==> config.mk <==
export PLATFORM = sky130hd
export DESIGN_NAME = tlu_handshake_ctrl_flat
export DESIGN_NICKNAME = d
export VERILOG_FILES = /design/src/rtl/tlu_pkg.sv /design/src/rtl/tlu_handshake_ctrl_if.sv /design/src/rtl/tlu_handshake_ctrl_sync2.sv /design/src/rtl/tlu_handshake_ctrl.sv /design/src/flat_wrapper.sv
export SDC_FILE = /design/constraint.sdc
export NUM_CORES = 1
export LEC_CHECK = 0
export CAP_MARGIN = 20
export CORE_UTILIZATION = 40
export CTS_CLUSTER_SIZE = 40
export DETAILED_ROUTE_END_ITERATION = 10
export SYNTH_ARGS = -nofsm -noshare
export SYNTH_HDL_FRONTEND = slang
export SYNTH_SLANG_ARGS = --single-unit
==> constraint.sdc <==
create_clock -name BUS_CLK -period 2.45 [get_ports BUS_CLK]
set_input_delay 0.735 -clock BUS_CLK [delete_from_list [all_inputs] [get_ports BUS_CLK]]
set_output_delay 0.735 -clock BUS_CLK [all_outputs]
set_load 0.02 [all_outputs]
==> src/rtl/tlu_pkg.sv <==
// Shared definitions for the TLU trigger-acceptance path: trigger modes,
// handshake FSM states and the trigger-word marker.
package tlu_pkg;

  typedef enum logic [1:0] {
    MODE_EXT        = 2'd0,
    MODE_TLU_NOHS   = 2'd1,
    MODE_TLU_SIMPLE = 2'd2,
    MODE_TLU_DATA   = 2'd3
  } mode_t;

  typedef enum logic [1:0] {
    IDLE,
    WAIT_ACK,
    WAIT_LOW,
    SHIFT
  } state_t;

  localparam logic        WORD_MARKER = 1'b1;
  localparam int unsigned MARKER_BIT  = 31;

endpackage

==> src/rtl/tlu_handshake_ctrl_if.sv <==
// Trigger, TLU cable and FIFO read-port signals of tlu_handshake_ctrl,
// bundled with master (environment) and slave (controller) views.
interface tlu_handshake_ctrl_if;
  import tlu_pkg::*;

  mode_t       TRIGGER_MODE;
  logic        TRIGGER_ENABLE;
  logic        TRIGGER;
  logic        TRIGGER_VETO;
  logic        TLU_TRIGGER;
  logic        TLU_RESET;
  logic        TLU_BUSY;
  logic        TLU_CLOCK;
  logic        TRIGGER_ACCEPTED_FLAG;
  logic        TRIGGER_ACKNOWLEDGE;
  logic        FIFO_READ;
  logic        FIFO_EMPTY;
  logic [31:0] FIFO_DATA;
  logic [31:0] TRIGGER_COUNTER;

  modport master (
    output TRIGGER_MODE, TRIGGER_ENABLE, TRIGGER, TRIGGER_VETO,
    output TLU_TRIGGER, TLU_RESET, TRIGGER_ACKNOWLEDGE, FIFO_READ,
    input  TLU_BUSY, TLU_CLOCK, TRIGGER_ACCEPTED_FLAG,
    input  FIFO_EMPTY, FIFO_DATA, TRIGGER_COUNTER
  );

  modport slave (
    input  TRIGGER_MODE, TRIGGER_ENABLE, TRIGGER, TRIGGER_VETO,
    input  TLU_TRIGGER, TLU_RESET, TRIGGER_ACKNOWLEDGE, FIFO_READ,
    output TLU_BUSY, TLU_CLOCK, TRIGGER_ACCEPTED_FLAG,
    output FIFO_EMPTY, FIFO_DATA, TRIGGER_COUNTER
  );

endinterface

==> src/rtl/tlu_handshake_ctrl_sync2.sv <==
// Two-flop synchronizer for asynchronous TLU cable inputs.
module tlu_sync2 (
  input  logic clk,
  input  logic rst,
  input  logic d,
  output logic q
);
  logic meta;

  always_ff @(posedge clk) begin
    if (rst) begin
      meta <= 1'b0;
      q    <= 1'b0;
    end else begin
      meta <= d;
      q    <= meta;
    end
  end
endmodule

==> src/rtl/tlu_handshake_ctrl.sv <==
// Trigger-acceptance core: accepts one trigger at a time, runs the selected
// TLU handshake, shifts in the TLU trigger ID and holds one trigger word.
module tlu_handshake_ctrl
  import tlu_pkg::*;
#(
  parameter int unsigned DIVISOR         = 8,
  parameter int unsigned TRIGGER_ID_BITS = 15
) (
  input logic                 BUS_CLK,
  input logic                 BUS_RST,
  tlu_handshake_ctrl_if.slave bus
);
  localparam int unsigned HALF  = DIVISOR / 2;
  localparam int unsigned DIV_W = $clog2(DIVISOR);
  localparam int unsigned BIT_W = $clog2(TRIGGER_ID_BITS + 1);

  state_t state_q, state_d;
  mode_t  mode_q, mode_in;

  logic trig_sync, trig_sync_d, tlu_rst_sync, ext_d;
  logic ext_src, ext_edge, tlu_edge, src_edge, accept, ack_seen, flag;
  logic load_ext, load_id, busy_set, busy_clr;
  logic busy_q, ack_q, fifo_empty_q;
  logic last_high, last_low, shift_done;

  logic [DIV_W-1:0]           div_cnt;
  logic [BIT_W-1:0]           bit_cnt;
  logic [TRIGGER_ID_BITS-1:0] id_q;
  logic [31:0]                fifo_data_q, count_q, id_word;

  tlu_sync2 u_sync_trig (.clk(BUS_CLK), .rst(BUS_RST), .d(bus.TLU_TRIGGER), .q(trig_sync));
  tlu_sync2 u_sync_rst  (.clk(BUS_CLK), .rst(BUS_RST), .d(bus.TLU_RESET),   .q(tlu_rst_sync));

  assign mode_in  = bus.TRIGGER_MODE;
  assign ext_src  = bus.TRIGGER & ~bus.TRIGGER_VETO;
  assign ext_edge = ext_src & ~ext_d;
  assign tlu_edge = trig_sync & ~trig_sync_d;
  assign src_edge = (mode_in == MODE_EXT) ? ext_edge : tlu_edge;
  // A full word buffer blocks acceptance, which also keeps BUSY low toward the TLU.
  assign accept   = (state_q == IDLE) & src_edge & bus.TRIGGER_ENABLE & fifo_empty_q;
  assign ack_seen = ack_q | bus.TRIGGER_ACKNOWLEDGE;

  assign last_high  = (div_cnt == DIV_W'(HALF - 1));
  assign last_low   = (div_cnt == DIV_W'(DIVISOR - 1));
  assign shift_done = (state_q == SHIFT) & last_low & (bit_cnt == BIT_W'(TRIGGER_ID_BITS - 1));

  always_comb begin
    id_word = '0;
    id_word[TRIGGER_ID_BITS-1:0] = id_q;
    id_word[MARKER_BIT] = WORD_MARKER;
  end

  always_comb begin
    state_d  = state_q;
    flag     = 1'b0;
    load_ext = 1'b0;
    load_id  = 1'b0;
    busy_set = 1'b0;
    busy_clr = 1'b0;
    case (state_q)
      IDLE: begin
        if (accept) begin
          flag     = 1'b1;
          load_ext = (mode_in != MODE_TLU_DATA);
          busy_set = (mode_in == MODE_TLU_SIMPLE) || (mode_in == MODE_TLU_DATA);
          state_d  = (mode_in == MODE_TLU_DATA) ? WAIT_LOW : WAIT_ACK;
        end
      end
      WAIT_ACK: begin
        if (ack_seen) begin
          if (mode_q == MODE_TLU_SIMPLE) begin
            state_d = WAIT_LOW;
          end else begin
            state_d  = IDLE;
            busy_clr = 1'b1;
          end
        end
      end
      WAIT_LOW: begin
        if (!trig_sync) begin
          if (mode_q == MODE_TLU_SIMPLE) begin
            state_d  = IDLE;
            busy_clr = 1'b1;
          end else begin
            state_d = SHIFT;
          end
        end
      end
      SHIFT: begin
        if (shift_done) begin
          load_id = 1'b1;
          state_d = WAIT_ACK;
        end
      end
      default: state_d = IDLE;
    endcase
  end

  always_ff @(posedge BUS_CLK) begin
    if (BUS_RST) begin
      state_q      <= IDLE;
      mode_q       <= MODE_EXT;
      trig_sync_d  <= 1'b0;
      ext_d        <= 1'b0;
      ack_q        <= 1'b0;
      busy_q       <= 1'b0;
      count_q      <= '0;
      fifo_empty_q <= 1'b1;
      fifo_data_q  <= '0;
      div_cnt      <= '0;
      bit_cnt      <= '0;
      id_q         <= '0;
    end else begin
      state_q     <= state_d;
      trig_sync_d <= trig_sync;
      ext_d       <= ext_src;
      if (accept) mode_q <= mode_in;
      ack_q <= (state_q == IDLE) ? (accept & bus.TRIGGER_ACKNOWLEDGE) : ack_seen;

      if (busy_set)      busy_q <= 1'b1;
      else if (busy_clr) busy_q <= 1'b0;

      if (tlu_rst_sync) count_q <= '0;
      else if (accept)  count_q <= count_q + 32'd1;

      if (load_ext) begin
        fifo_data_q  <= {WORD_MARKER, count_q[30:0]};
        fifo_empty_q <= 1'b0;
      end else if (load_id) begin
        fifo_data_q  <= id_word;
        fifo_empty_q <= 1'b0;
      end else if (bus.FIFO_READ && !fifo_empty_q) begin
        fifo_empty_q <= 1'b1;
      end

      // Each period is high phase then low phase; the ID bit is taken at the end of the high phase.
      if (state_q == SHIFT) begin
        div_cnt <= last_low ? '0 : div_cnt + 1'b1;
        if (last_low)  bit_cnt <= bit_cnt + 1'b1;
        if (last_high) id_q <= {trig_sync, id_q[TRIGGER_ID_BITS-1:1]};
      end else begin
        div_cnt <= '0;
        bit_cnt <= '0;
      end
    end
  end

  assign bus.TLU_BUSY              = busy_q;
  assign bus.TLU_CLOCK             = (state_q == SHIFT) && (div_cnt < DIV_W'(HALF));
  assign bus.TRIGGER_ACCEPTED_FLAG = flag;
  assign bus.FIFO_EMPTY            = fifo_empty_q;
  assign bus.FIFO_DATA             = fifo_data_q;
  assign bus.TRIGGER_COUNTER       = count_q;

endmodule

==> src/flat_wrapper.sv <==
// flat-port wrapper written by rule: the top's interface ports become plain ports
module tlu_handshake_ctrl_flat import tlu_pkg::*;
#(
  parameter int unsigned DIVISOR         = 8,
  parameter int unsigned TRIGGER_ID_BITS = 15
)
  (BUS_CLK, BUS_RST, bus_TRIGGER_MODE, bus_TRIGGER_ENABLE, bus_TRIGGER, bus_TRIGGER_VETO, bus_TLU_TRIGGER, bus_TLU_RESET, bus_TRIGGER_ACKNOWLEDGE, bus_FIFO_READ, bus_TLU_BUSY, bus_TLU_CLOCK, bus_TRIGGER_ACCEPTED_FLAG, bus_FIFO_EMPTY, bus_FIFO_DATA, bus_TRIGGER_COUNTER);
  tlu_handshake_ctrl_if bus_i ();
  input logic BUS_CLK;
  input logic BUS_RST;
  input wire logic [$bits(bus_i.TRIGGER_MODE)-1:0] bus_TRIGGER_MODE;
  input wire logic [$bits(bus_i.TRIGGER_ENABLE)-1:0] bus_TRIGGER_ENABLE;
  input wire logic [$bits(bus_i.TRIGGER)-1:0] bus_TRIGGER;
  input wire logic [$bits(bus_i.TRIGGER_VETO)-1:0] bus_TRIGGER_VETO;
  input wire logic [$bits(bus_i.TLU_TRIGGER)-1:0] bus_TLU_TRIGGER;
  input wire logic [$bits(bus_i.TLU_RESET)-1:0] bus_TLU_RESET;
  input wire logic [$bits(bus_i.TRIGGER_ACKNOWLEDGE)-1:0] bus_TRIGGER_ACKNOWLEDGE;
  input wire logic [$bits(bus_i.FIFO_READ)-1:0] bus_FIFO_READ;
  output wire logic [$bits(bus_i.TLU_BUSY)-1:0] bus_TLU_BUSY;
  output wire logic [$bits(bus_i.TLU_CLOCK)-1:0] bus_TLU_CLOCK;
  output wire logic [$bits(bus_i.TRIGGER_ACCEPTED_FLAG)-1:0] bus_TRIGGER_ACCEPTED_FLAG;
  output wire logic [$bits(bus_i.FIFO_EMPTY)-1:0] bus_FIFO_EMPTY;
  output wire logic [$bits(bus_i.FIFO_DATA)-1:0] bus_FIFO_DATA;
  output wire logic [$bits(bus_i.TRIGGER_COUNTER)-1:0] bus_TRIGGER_COUNTER;
  assign bus_i.TRIGGER_MODE = bus_TRIGGER_MODE;
  assign bus_i.TRIGGER_ENABLE = bus_TRIGGER_ENABLE;
  assign bus_i.TRIGGER = bus_TRIGGER;
  assign bus_i.TRIGGER_VETO = bus_TRIGGER_VETO;
  assign bus_i.TLU_TRIGGER = bus_TLU_TRIGGER;
  assign bus_i.TLU_RESET = bus_TLU_RESET;
  assign bus_i.TRIGGER_ACKNOWLEDGE = bus_TRIGGER_ACKNOWLEDGE;
  assign bus_i.FIFO_READ = bus_FIFO_READ;
  assign bus_TLU_BUSY = bus_i.TLU_BUSY;
  assign bus_TLU_CLOCK = bus_i.TLU_CLOCK;
  assign bus_TRIGGER_ACCEPTED_FLAG = bus_i.TRIGGER_ACCEPTED_FLAG;
  assign bus_FIFO_EMPTY = bus_i.FIFO_EMPTY;
  assign bus_FIFO_DATA = bus_i.FIFO_DATA;
  assign bus_TRIGGER_COUNTER = bus_i.TRIGGER_COUNTER;
  tlu_handshake_ctrl #(.DIVISOR(DIVISOR), .TRIGGER_ID_BITS(TRIGGER_ID_BITS)) u_core (.BUS_CLK(BUS_CLK), .BUS_RST(BUS_RST), .bus(bus_i));
endmodule
Word-level counts from Yosys, hierarchy flattened
Cells that the tools add are included.

word-level totals
  output and inout port bits = 68
  bits in registers = 99

cells by class
  multiplexer cells = 30
  add/sub/neg operators = 3
  reduce and logical (&&, ||, !) cells = 14
  $lt $le $gt $ge = 1
  bitwise gates (word level) = 14
  eq/ne operators = 14

operators by type and width
  kind                   count
  $mux 32                2
  $add 32x1->32 const B  1
  $mux 1                 19
  $mux 2                 7
  $eq 2x2->1 const B     5
  $and 1x1->1            9
  $pmux 2 s4             1
  $ne 2x1->1 const B     3
  $add 4x1->4 const B    1
  $eq 4x4->1 const B     1
  $logic_not 2->1        2
  $ne 2x2->1 const B     2
  $not 1->1              4
  $reduce_and 4->1       1
  $reduce_bool 2->1      2
  $reduce_or 2->1        2
  $add 3x1->3 const B    1
  $eq 3x2->1 const B     1
  $eq 3x3->1 const B     1
  $lt 3x3->1 const B     1
  $reduce_bool 3->1      1
  $reduce_or 3->1        1
  $eq 2x1->1 const B     1
  $logic_and 1x1->1      2
  other kinds (5)        5

Longest topological paths before layout
Gate-level depths: netlist of run 1.

  word-level depth = 10
  mapped depth = 9
  depth with buffers taken out = 8

Modules after synthesis
From an unflattened synthesis of run 1, not the netlist that was laid out.

second synthesis, totals
  cell total of the unflattened synthesis = 496
  area, all modules = 4216.5 sq um

by module, submodules not included
  module              area each (sq um)  cells an instance  times used
  tlu_handshake_ctrl  4111.4             488                1
  tlu_sync2           52.6               4                  2

Least setup slack after synthesis of run 1
OpenSTA, ideal clock, no wires.

  path kind = input to output
  start point = in bus_TRIGGER_MODE[0]
  end point = out bus_TRIGGER_ACCEPTED_FLAG
  required time = 1715 ps
  stages on the path = 5
  path slack = 38 ps
  data arrival time = 1677 ps
  cells stage by stage = or2_1 buf_2 or2_2 nand2_1 inv_1

between the ends
  longest elaborated chain between the ends = 7

RTL lines
  item                       RTL line                  source
  start, declared            flat_wrapper.sv:11        input wire logic [$bits(bus_i.TRIGGER_MODE)-1:0] bus_TRIGGER_MODE;
  $logic_not 2->1            tlu_handshake_ctrl.sv:38  assign src_edge = (mode_in == MODE_EXT) ? ext_edge : tlu_edge;
  $mux 1                     tlu_handshake_ctrl.sv:38
  $and 1x1->1 (3 in series)  tlu_handshake_ctrl.sv:40  assign accept = (state_q == IDLE) & src_edge & bus.TRIGGER_ENABLE & fifo_empty_q;
  $mux 1                     tlu_handshake_ctrl.sv:62  if (accept) begin
  $mux 1                     tlu_handshake_ctrl.sv:60  case (state_q)
  end, declared              flat_wrapper.sv:21        output wire logic [$bits(bus_i.TRIGGER_ACCEPTED_FLAG)-1:0] bus_TRIGGER_ACCEPTED_FLAG;

Every way passes these cells.

Worst setup path after layout of run 1
  start point = in bus_TRIGGER_MODE[1]
  end point = out bus_TRIGGER_ACCEPTED_FLAG

Same word-level chain as after synthesis.

==> results of run 1 <==
==> cell usage after synthesis, types with 8 or more instances <==
| library cell | count | area, sq um |
|---|---|---|
| dfxtp_1 | 99 | 1980 |
| nand2_1 | 69 | 259 |
| a21oi_1 | 54 | 270 |
| nor2_1 | 43 | 161 |
| nand3_1 | 29 | 145 |
| clkbuf_1 | 18 | 67.6 |
| mux2i_1 | 15 | 150 |
| nand4_1 | 12 | 75.1 |
| ha_1 | 11 | 138 |
| o21ai_0 | 11 | 55.1 |
| inv_1 | 10 | 37.5 |
| a211oi_2 | 9 | 113 |
| o31ai_1 | 9 | 67.6 |
| buf_2 | 8 | 40.0 |
| or4_1 | 8 | 60.1 |
| xnor2_1 | 8 | 70.1 |
| xor2_1 | 8 | 70.1 |
==> how the worst max path moves through the flow <==
stage / to / depth (start not counted)
2_1_floorplan: bus_TRIGGER_ACCEPTED_FLAG / 5
3_3_place_gp: bus_TRIGGER_ACCEPTED_FLAG / 6
3_5_place_dp: bus_TRIGGER_ACCEPTED_FLAG / 6
4_1_cts: bus_TRIGGER_ACCEPTED_FLAG / 7
5_1_grt: bus_TRIGGER_ACCEPTED_FLAG / 7
6_report: bus_TRIGGER_ACCEPTED_FLAG / 6
==> stage by stage <==
step / total power [uW] / util (%)
3_3_place_gp: 2400 / 52.6
2_1_floorplan: 2120 / -
6_report: 3660 / 55.5
3_5_place_dp: 2410 / 52.6
5_1_grt: 3820 / 55.5
4_1_cts: 3680 / 55.4
==> registers in the layout, summed over array words and instances (netlist names), 2 cells and up <==
signal                      count
u_core.bus.FIFO_DATA           32
u_core.bus.TRIGGER_COUNTER     32
u_core.bit_cnt                  4
u_core.state_q                  2
u_core.id_q                    15
u_core.div_cnt                  3
u_core.mode_q                   2
==> cell type report <==
type / instances / area (sq um) / share of cell area [%]
Clock inverter: 7 / 116 / 2.01
Tap cell: 136 / 170 / 2.95
Multi-Input combinational cell: 356 / 2180 / 37.8
Timing Repair Buffer: 124 / 1170 / 20.2
Clock buffer: 9 / 124 / 2.14
Sequential cell: 99 / 1980 / 34.3
Inverter: 10 / 37.5 / 0.650
==> what timing repair did <==
action | CTS | global route
pin swaps | 4 | 3
setup buffers | 5 | 1
endpoints found under the setup margin | 2 | 1
resized for setup | 21 | 1
==> kinds of logic (layout without fill, tap and decap cells) <==
logic type                 after synthesis  count (layout)  synth area share (%)
AOI/OAI and AO/OA                      104             104                  15.9
xor gates and xnor gates                16              16                  3.25
adders and majority gates               11              11                  3.19
buffers and inverters                   39             150                  3.97
DFF                                     99              99                  45.9
muxes                                   16              16                  3.74
and+or+nand+nor                        209             209                  24.1
==> layout by cell type (no fill, tap or decap), types with 2 or more instances in the layout <==
cell type / count
o21ai_0: 11
and4_1: 5
or2_2: 2
or4_1: 8
nand3_1: 29
xnor2_1: 8
bufinv_16: 3
nor2b_1: 6
clkbuf_8: 9
clkinv_2: 2
a211oi_2: 9
nor2_1: 43
a211o_1: 2
xor2_1: 8
or3_1: 7
o21a_1: 3
clkdlybuf4s50_1: 70
nand4_1: 12
dfxtp_1: 99
inv_1: 9
mux2i_1: 15
nor3b_1: 3
a21oi_1: 54
or2_4: 2
nand2_1: 68
nor3_1: 4
nand2b_1: 4
buf_12: 4
buf_6: 2
nand4_2: 2
buf_4: 41
nor4_1: 3
dlygate4sd2_1: 4
and3_1: 2
ha_1: 11
o31ai_1: 9
a211oi_1: 7
==> critical path, stage by stage <==
cell and delay, ns:
clkdlybuf4s15_1 0.18, or2_4 0.25, or2_4 0.26, nand2_2 0.08, inv_2 0.04, buf_6 0.12
==> power by group through the flow <==
stage               logic [uW]  clock network (uW)  registers (uW)
detailed placement         665                   0            1740
CTS                        696                1280            1710
global route               759                1350            1710
global placement           654                   0            1740
floorplan                  331                   0            1790
finish                     700                1260            1700
==> per-layer routing <==
layer | GRT usage, % | share of wire, % | vias to the layer above
met1 | 27.0 | 48 | 1862
met3 | 3.03 | 4.0 | 8
met4 | 7.84 | 1.2 | 0
met5 | 0 | 0 | -
met2 | 30.9 | 47 | 92
li1 | - | - | 1953
==> impl_metrics.toml, run 1 <==
[outcome]
outcome = "completed"

[critical_path]
cp-end-kind = "output pin"
worstReg2RegStart = "u_core.state_q[0]$_SDFFE_PP0P_"
worst-path-max-fanout = 3
r2r-end = "u_core.bus.TRIGGER_COUNTER[27]$_SDFFE_PP0N_"
worstSetupPathType = "in -> out"
crit_required_ns = 1.71
worstPathArrival_ns = 1.66
cp-startpoint = "bus_TRIGGER_MODE[1]"
critPathLaunchType = "input pin"
ff2ff_setup_slack_ns = 0.20
worst-r2r-cell-count = 10

[power]
power_density_mw_per_mm2 = 634
sw_frac_of_total_pct = 26.6
p_leak_uw = 0.00216
comb_power_share_pct = 19.1
seqPwrFrac_pct = 46.5
ir_drop_mv = 0.327
p_int_uw = 2690
net-switching-power_uw = 973
clock_power_share_pct = 34.3

[cts]
cts_tree = "built"
cts-buffers-inserted = 9
h-tree-depth = 3
hold_buffers = 0
clockBufferDepth = 2
clock_sinks = 99
root_buffer = "clkbuf_8"
clkSlewWorstSetupHoldPaths_ns = 0.09
worstSkewPairLatency_ns = 0.37

[floorplanning]
die_w_um = 106
dieArea_sq_mm = 0.0112
coreArea_sq_mm = 0.0104
io_pins = 79
std_cell_rows = 37
die_h_um = 106
start_util_pct = 41.4

[cells_and_area]
final_area_sq_mm = 0.00578
antenna_cells = 0
n_fill_cell = 963
area_delta_synth_final_pct = 33.8
fin_nets = 622
finalNonFillerCells = 741
drive_above_1_share_pct = 15.0

[sta]
finalHoldViolCount = 0
post-route-period-util_pct = 97.9
rsz0062_at_grt = "false"
fin_worst_skew_ns = 0.0111
fin_ws_ns = 0.0524
min_period_ns = 2.40
fmax_ghz = 0.417
slew_violations = 0
fin_tns_setup_ns = 0
worst_pin_slew_ns = 0.635
hold_ws_ns = 0.433
slew_headroom_pct = 57.7
setup_viol = 0

[synth]
syn_area_per_cell_sq_um = 8.74
synth_ff_type = "dfxtp_1"
ys.warnings.count = 0
syn-num-nets = 516
synth-edff-count = 0
syn_area_sq_mm = 0.00432
yosysUniqueCellTypes = 49
ys_seq_elements = 99
ys_async_sr_fraction_pct = 0
syn_inst = 494
ys_seq_area_share_pct = 45.9

[hold_path]
min_from = "u_core.div_cnt[0]$_SDFF_PP0_"
min_to = "u_core.div_cnt[0]$_SDFF_PP0_"
hold_class = "reg -> reg"
hold-path-cell-count = 1

[placement]
place.gp.congestion = 0.785
post-place-ws_ns = -0.725
placed_cell_area_sq_mm = 0.00548
place_inst = 719
dp_hpwl_um = 7260
portBuffers = 78

[global_route]
grt_max_degree = 36
grt_overflow = 0
grt_pass1_wl_um = 17600
grt_pass1_vias = 3532
track_usage_pct = 19.7
antenna_found_initial = 0

[job]
max-cap-violations = 0

[drt]
wirelength_um = 10600
postRouteAntennaNets = 0
viasPerCell = 5.28
detail_route.wl_per_cell_um = 14.2
vias = 3915
drtIter0Drc = 137
drt_pass1_iterations = 6
drcViolationCount = 0
Power figures use the tool's default switching activity.
==> inputs of run 2 (changes only) <==
- CTS_CLUSTER_DIAMETER: default -> 40
==> results of run 2 <==
No change in the layout: final DEF, timing and power equal those of run 1.
==> inputs of run 3 (changes only) <==
- ABC_CLOCK_PERIOD_IN_PS: default -> 2450
==> results of run 3 <==
No change in the layout: final DEF, timing and power equal those of run 1.
==> RTL edit 1: new RTL, settings of run 2 <==
Make the reset (`BUS_RST` and `rst`) asynchronous in 2 clocked blocks.
--- a/src/rtl/tlu_handshake_ctrl_sync2.sv
+++ b/src/rtl/tlu_handshake_ctrl_sync2.sv
@@ -9,3 +9,3 @@
 
-  always_ff @(posedge clk) begin
+  always_ff @(posedge clk or posedge rst) begin
     if (rst) begin
--- a/src/rtl/tlu_handshake_ctrl.sv
+++ b/src/rtl/tlu_handshake_ctrl.sv
@@ -98,3 +98,3 @@
 
-  always_ff @(posedge BUS_CLK) begin
+  always_ff @(posedge BUS_CLK or posedge BUS_RST) begin
     if (BUS_RST) begin
Behaviour: differs if BUS_RST is asserted again (counterexample within 4 cycles, from zero or initial values and one cycle with BUS_RST high); with BUS_RST held inactive, the same outputs for 10 cycles.
==> RTL edit 1 against run 2 <==
- synthesized cell count is 12% lower
- sequential cell count stayed put
- cell area is 6.0% higher
- worst setup slack better by 0.029 ns
- synthesized area is 5.0% higher
- wire length is 0.99% lower
- maximum frequency is 1.2% higher
- largest cell class is now flip-flops and latches
Power is not compared: it rests on default switching activity, and its combinational part moved more than twofold at a synthesized area within 25%.
==> RTL edit 1: results (changes against run 2) <==
| Metric | Value |
|---|---|
| H-tree lvl count | `3 (unchanged)` |
| Hold Crit Start | `u_core.u_sync_rst.meta (was u_core.div_cnt[0])` |
| Drt first pass iters | `4 (was 6)` |
| Share of cells above drive strength 1 | `0.164 (was 0.150)` |
| Vias per Instance | `5.10 (was 5.28)` |
| CTS Buffer Depth | `2 (unchanged)` |
| Least-Margin Pin Slew | `0.878 ns (was 0.635 ns)` |
| Synth Net Count | `455 (was 516)` |
| Reg-to-Reg End | `u_core.bus.TRIGGER_COUNTER[18] (was u_core.bus.TRIGGER_COUNTER[27])` |
| Distinct cell type count after synthesis | `38 (was 49)` |
| Cts bufs inserted | `9 (unchanged)` |
| Final #Nets | `560 (was 622)` |
| Crit path max fanout | `4 (was 3)` |
| Ranking of synthesized cells by area | `dfrtp_1 54%, nand2_1 5.1%, mux2_2 5.0%, nand3_1 4.0%, mux2i_1 3.8% (was dfxtp_1 46%, a21oi_1 6.3%, nand2_1 6.0%, nor2_1 3.7%, mux2i_1 3.5%)` |
| Worst-Skew Late Latency | `0.34 ns (was 0.37 ns)` |
| Fillers | `984 (was 963)` |
| Fraction of registers with async set/reset | `1.00 (was 0)` |
| Vias in the first global route | `3,354 (was 3,532)` |
| Met2 wire length | `4.79 mm (was 4.92 mm)` |
| Hold slack final | `0.348 ns (was 0.433 ns)` |
| Sequential area share after synthesis | `0.547 (was 0.459)` |
| Clock transition at the registers of the reported paths | `0.06 ns (was 0.09 ns)` |
| Setup crit end | `bus_FIFO_EMPTY (was bus_TRIGGER_ACCEPTED_FLAG)` |
| CP Launch Point | `u_core.bus.FIFO_EMPTY (was bus_TRIGGER_MODE[1])` |
| YS warnings | `0 (unchanged)` |
| WL met1 | `5.00 mm (was 5.08 mm)` |
| Critical R2R Launch | `u_core.bus.TRIGGER_COUNTER[0] (was u_core.state_q[0])` |
| Worst endpoint data arrival time | `1.63 ns (was 1.66 ns)` |
| Total GRT Usage | `0.191 (was 0.197)` |
| Top cells by count, synth | `98 x dfrtp_1, 62 x nand2_1, 36 x nand3_1 (was 99 x dfxtp_1, 69 x nand2_1, 54 x a21oi_1)` |
| Critical path class | `reg2out (was in2out)` |
| Iter 0 DRT Violations | `188 (was 137)` |
| Final GP Congestion | `0.869 (was 0.785)` |
| CTS root buf | `clkbuf_16 (was clkbuf_8)` |
| Worst reg2reg path depth | `5 (was 10)` |
| Worst vdd ir | `0.305 mV` |
| First-pass GRT wire length | `17.2 mm (was 17.6 mm)` |
| Hold endpoint | `u_core.u_sync_rst.q (was u_core.div_cnt[0])` |
| Highest metal used | `met4 (unchanged)` |
| Port bufs | `78 (unchanged)` |
| Largest net degree at the start of global routing | `100 (was 36)` |
| Hold Path Stages | `0 (was 1)` |
| Detailed Place HPWL | `7.30 mm (was 7.26 mm)` |
| Worst clock skew | `0.00382 ns (was 0.0111 ns)` |
| Leak | `0.00278 uW` |
| Final WL | `10.5 mm (was 10.6 mm)` |
| Outcome | `finished, final reports clean (unchanged)` |
| Setup slack, reg-to-reg | `around 0.19 ns` |
| Met3 WL | `445 um (was 426 um)` |
| Antenna Cells | `0 (unchanged)` |
-- RTL edit 1: kinds of logic after synthesis --
family	share of synthesized area
AND/OR/NAND/NOR	0.208
multiplexers	0.0922
buffers and inverters	0.0237
AO/OA/AOI/OAI	0.0538
XOR/XNOR	0.0444
adder cells (fa/ha/maj)	0.0304
flip-flops	0.547
-- RTL edit 1: metrics by stage --
step / setup slack [ns] / cells / utilization / total power [uW] / area (um^2)
global route: 0.0336 / 682 / 0.560 / 3460 / 6120
CTS: 0.00523 / 681 / 0.557 / 3370 / 6090
detailed placement: -0.711 / 666 / 0.524 / 1790 / 5730
floorplan: 0.0279 / 433 / - / 1730 / 4540
finish: 0.0813 / 682 / 0.560 / 3320 / 6120
global placement: -0.657 / 666 / 0.524 / 1780 / 5730
-- RTL edit 1: per-layer routing --
metal / global-route usage / vias up
li1: - / 1710
met1: 0.275 / 1684
met2: 0.282 / 72
met3: 0.0386 / 15
met4: 0.0782 / 0
met5: 0 / -
-- RTL edit 1: critical path: stages, from the launching register on --
cell and delay [ns]:
dfstp_2 0.56, buf_4 0.14, clkdlybuf4s50_1 0.60
-- RTL edit 1: timing repair --
action                                  CTS  global route
resized for setup                        14            10
hold endpoints to repair                  0             0
pin swaps                                 1             3
buffers inserted                          0             1
endpoints found under the setup margin    7            11
-- RTL edit 1: layout make-up --
class                      count  share of cell area
tap                          140              0.0286
sequential                    99               0.405
clock buffer                   9              0.0368
inverter                       7             0.00490
timing repair buffer         115               0.179
clock inverter                 6              0.0172
multi-input combinational    306               0.329
-- RTL edit 1: power breakdown --
group | leakage, uW | switching, uW | total (uW) | internal (uW)
Combinational | 0.00138 | 58.4 | 99.2 | 40.8
Clock | 0.000165 | 579 | 1570 | 986
Sequential | 0.00124 | 11.9 | 1660 | 1640
Total | 0.00278 | 649 | 3320 | 2670
==> RTL edit 2: new RTL, config.mk and constraints of run 2 <==
Made on the original files. `TRIGGER_ID_BITS` is set to 15 in 2 places; all go to 11.
--- a/src/rtl/tlu_handshake_ctrl.sv
+++ b/src/rtl/tlu_handshake_ctrl.sv
@@ -6,3 +6,3 @@
   parameter int unsigned DIVISOR         = 8,
-  parameter int unsigned TRIGGER_ID_BITS = 15
+  parameter int unsigned TRIGGER_ID_BITS = 11
 ) (
--- a/src/flat_wrapper.sv
+++ b/src/flat_wrapper.sv
@@ -4,3 +4,3 @@
   parameter int unsigned DIVISOR         = 8,
-  parameter int unsigned TRIGGER_ID_BITS = 15
+  parameter int unsigned TRIGGER_ID_BITS = 11
 )
Behaviour: no difference found for any inputs over 4 cycles, from zero or initial values and one cycle with BUS_RST high; that may be too few to reach the edited logic, so the function may still have changed.
==> RTL edit 2 against run 2 <==
- register-to-register slack got worse by 0.08 ns
- worst setup slack worse by 0.012 ns
- cell area down 2.3%
- wire length down 1.8%
- sequential cell count down 4
- cell count down 0.40%
- synthesized area fell by 5.0%
- power down 11%
- highest routed layer unchanged
==> RTL edit 2: results (changes against run 2) <==
| Metric | Value |
|---|---|
| Slew headroom | `0.566 (was 0.577)` |
| Largest net degree at the start of global routing | `37 (was 36)` |
| Ranking of synthesized cells by area | `dfxtp_1 46%, a21oi_1 6.3%, nand2_1 5.9%, nand3_1 3.9%, nor2_1 3.4% (was dfxtp_1 46%, a21oi_1 6.3%, nand2_1 6.0%, nor2_1 3.7%, mux2i_1 3.5%)` |
| Vias in the first global route | `3,611 (was 3,532)` |
| Cell count after placement | `717 (was 719)` |
| Iter 0 DRT Violations | `144 (was 137)` |
| Leak | `0.00205 uW (was 0.00216 uW)` |
| Final WL | `10.4 mm (was 10.6 mm)` |
| Fmax | `0.415 GHz (was 0.417 GHz)` |
| Sequential area share after synthesis | `0.464 (was 0.459)` |
| Slowest stage delay, CP | `0.58 ns (was 0.26 ns)` |
| Worst-Skew Late Latency | `0.35 ns (was 0.37 ns)` |
| Synth Net Count | `500 (was 516)` |
| Post-DP Area | `5350 um^2 (was 5480 um^2)` |
| Final GP Congestion | `0.824 (was 0.785)` |
| Met3 usage | `0.0403 (was 0.0303)` |
| Post-Place Setup Slack | `-0.717 ns (was -0.725 ns)` |
| Met3 WL | `356 um (was 426 um)` |
| Reg-to-Reg End | `u_core.bus.TRIGGER_COUNTER[26] (was u_core.bus.TRIGGER_COUNTER[27])` |
| Setup slack, reg-to-reg | `0.12 ns (was 0.20 ns)` |
| Met1 Resource Use GR | `0.267 (was 0.270)` |
| Detailed Place HPWL | `7.55 mm (was 7.26 mm)` |
| Outcome | `finished, final reports clean (unchanged)` |
| WL met1 | `4.94 mm (was 5.08 mm)` |
| Via Count | `3,768 (was 3,915)` |
| Total GRT Usage | `0.206 (was 0.197)` |
| Drt first pass iters | `4 (was 6)` |
| Worst endpoint data arrival time | `2.69 ns (was 1.66 ns)` |
| Worst vdd ir | `0.412 mV (was 0.327 mV)` |
| Top cells by count, synth | `95 x dfxtp_1, 64 x nand2_1, 52 x a21oi_1 (was 99 x dfxtp_1, 69 x nand2_1, 54 x a21oi_1)` |
| Worst clock skew | `0.0108 ns (was 0.0111 ns)` |
RTL edit 2: power groups by stage:
stage                     Clock, uW  Combinational (uW)  Sequential, uW
after floorplan                   0                 279            1700
after global placement            0                 573            1660
after detailed placement          0                 580            1660
after CTS                      1070                 617            1630
after global routing           1120                 675            1630
final                          1030                 613            1630
RTL edit 2: layout make-up:
class / instances / area [um^2]
Tap cell: 133 / 166
Inverter: 15 / 56.3
Fill cell: 908 / 4220
Clock inverter: 6 / 70.1
Clock buffer: 10 / 128
Sequential cell: 95 / 1900
Multi-Input combinational cell: 341 / 2100
Timing Repair Buffer: 138 / 1220
RTL edit 2: how the worst max path moves through the flow:
stage | from | end | cells after the start
after floorplan | bus_TRIGGER_MODE[0] | u_core.bus.TRIGGER_COUNTER[26] | 7
after global placement | bus_TRIGGER_MODE[0] | bus_TRIGGER_ACCEPTED_FLAG | 6
after detailed placement | bus_TRIGGER_MODE[0] | bus_TRIGGER_ACCEPTED_FLAG | 6
final | bus_TRIGGER_MODE[1] | u_core.bus.TRIGGER_COUNTER[26] | 7
after CTS | bus_TRIGGER_MODE[0] | bus_TRIGGER_ACCEPTED_FLAG | 6
after global routing | u_core.state_q[1] | u_core.bus.TRIGGER_COUNTER[26] | 10
RTL edit 2: what timing repair did:
action / 4_1_cts / 5_1_grt
resized for setup: 24 / 5
hold endpoints to repair: 0 / 0
pin swaps: 7 / 5
endpoints found under the setup margin: 45 / 4
buffers inserted: 5 / 0
RTL edit 2: cell families after synthesis:
group,share of synthesized area
DFF,0.464
muxes,0.0296
AOI/OAI and AO/OA,0.143
and+or+nand+nor,0.245
buffers and inverters,0.0421
xor gates and xnor gates,0.0427
adders and majority gates,0.0336
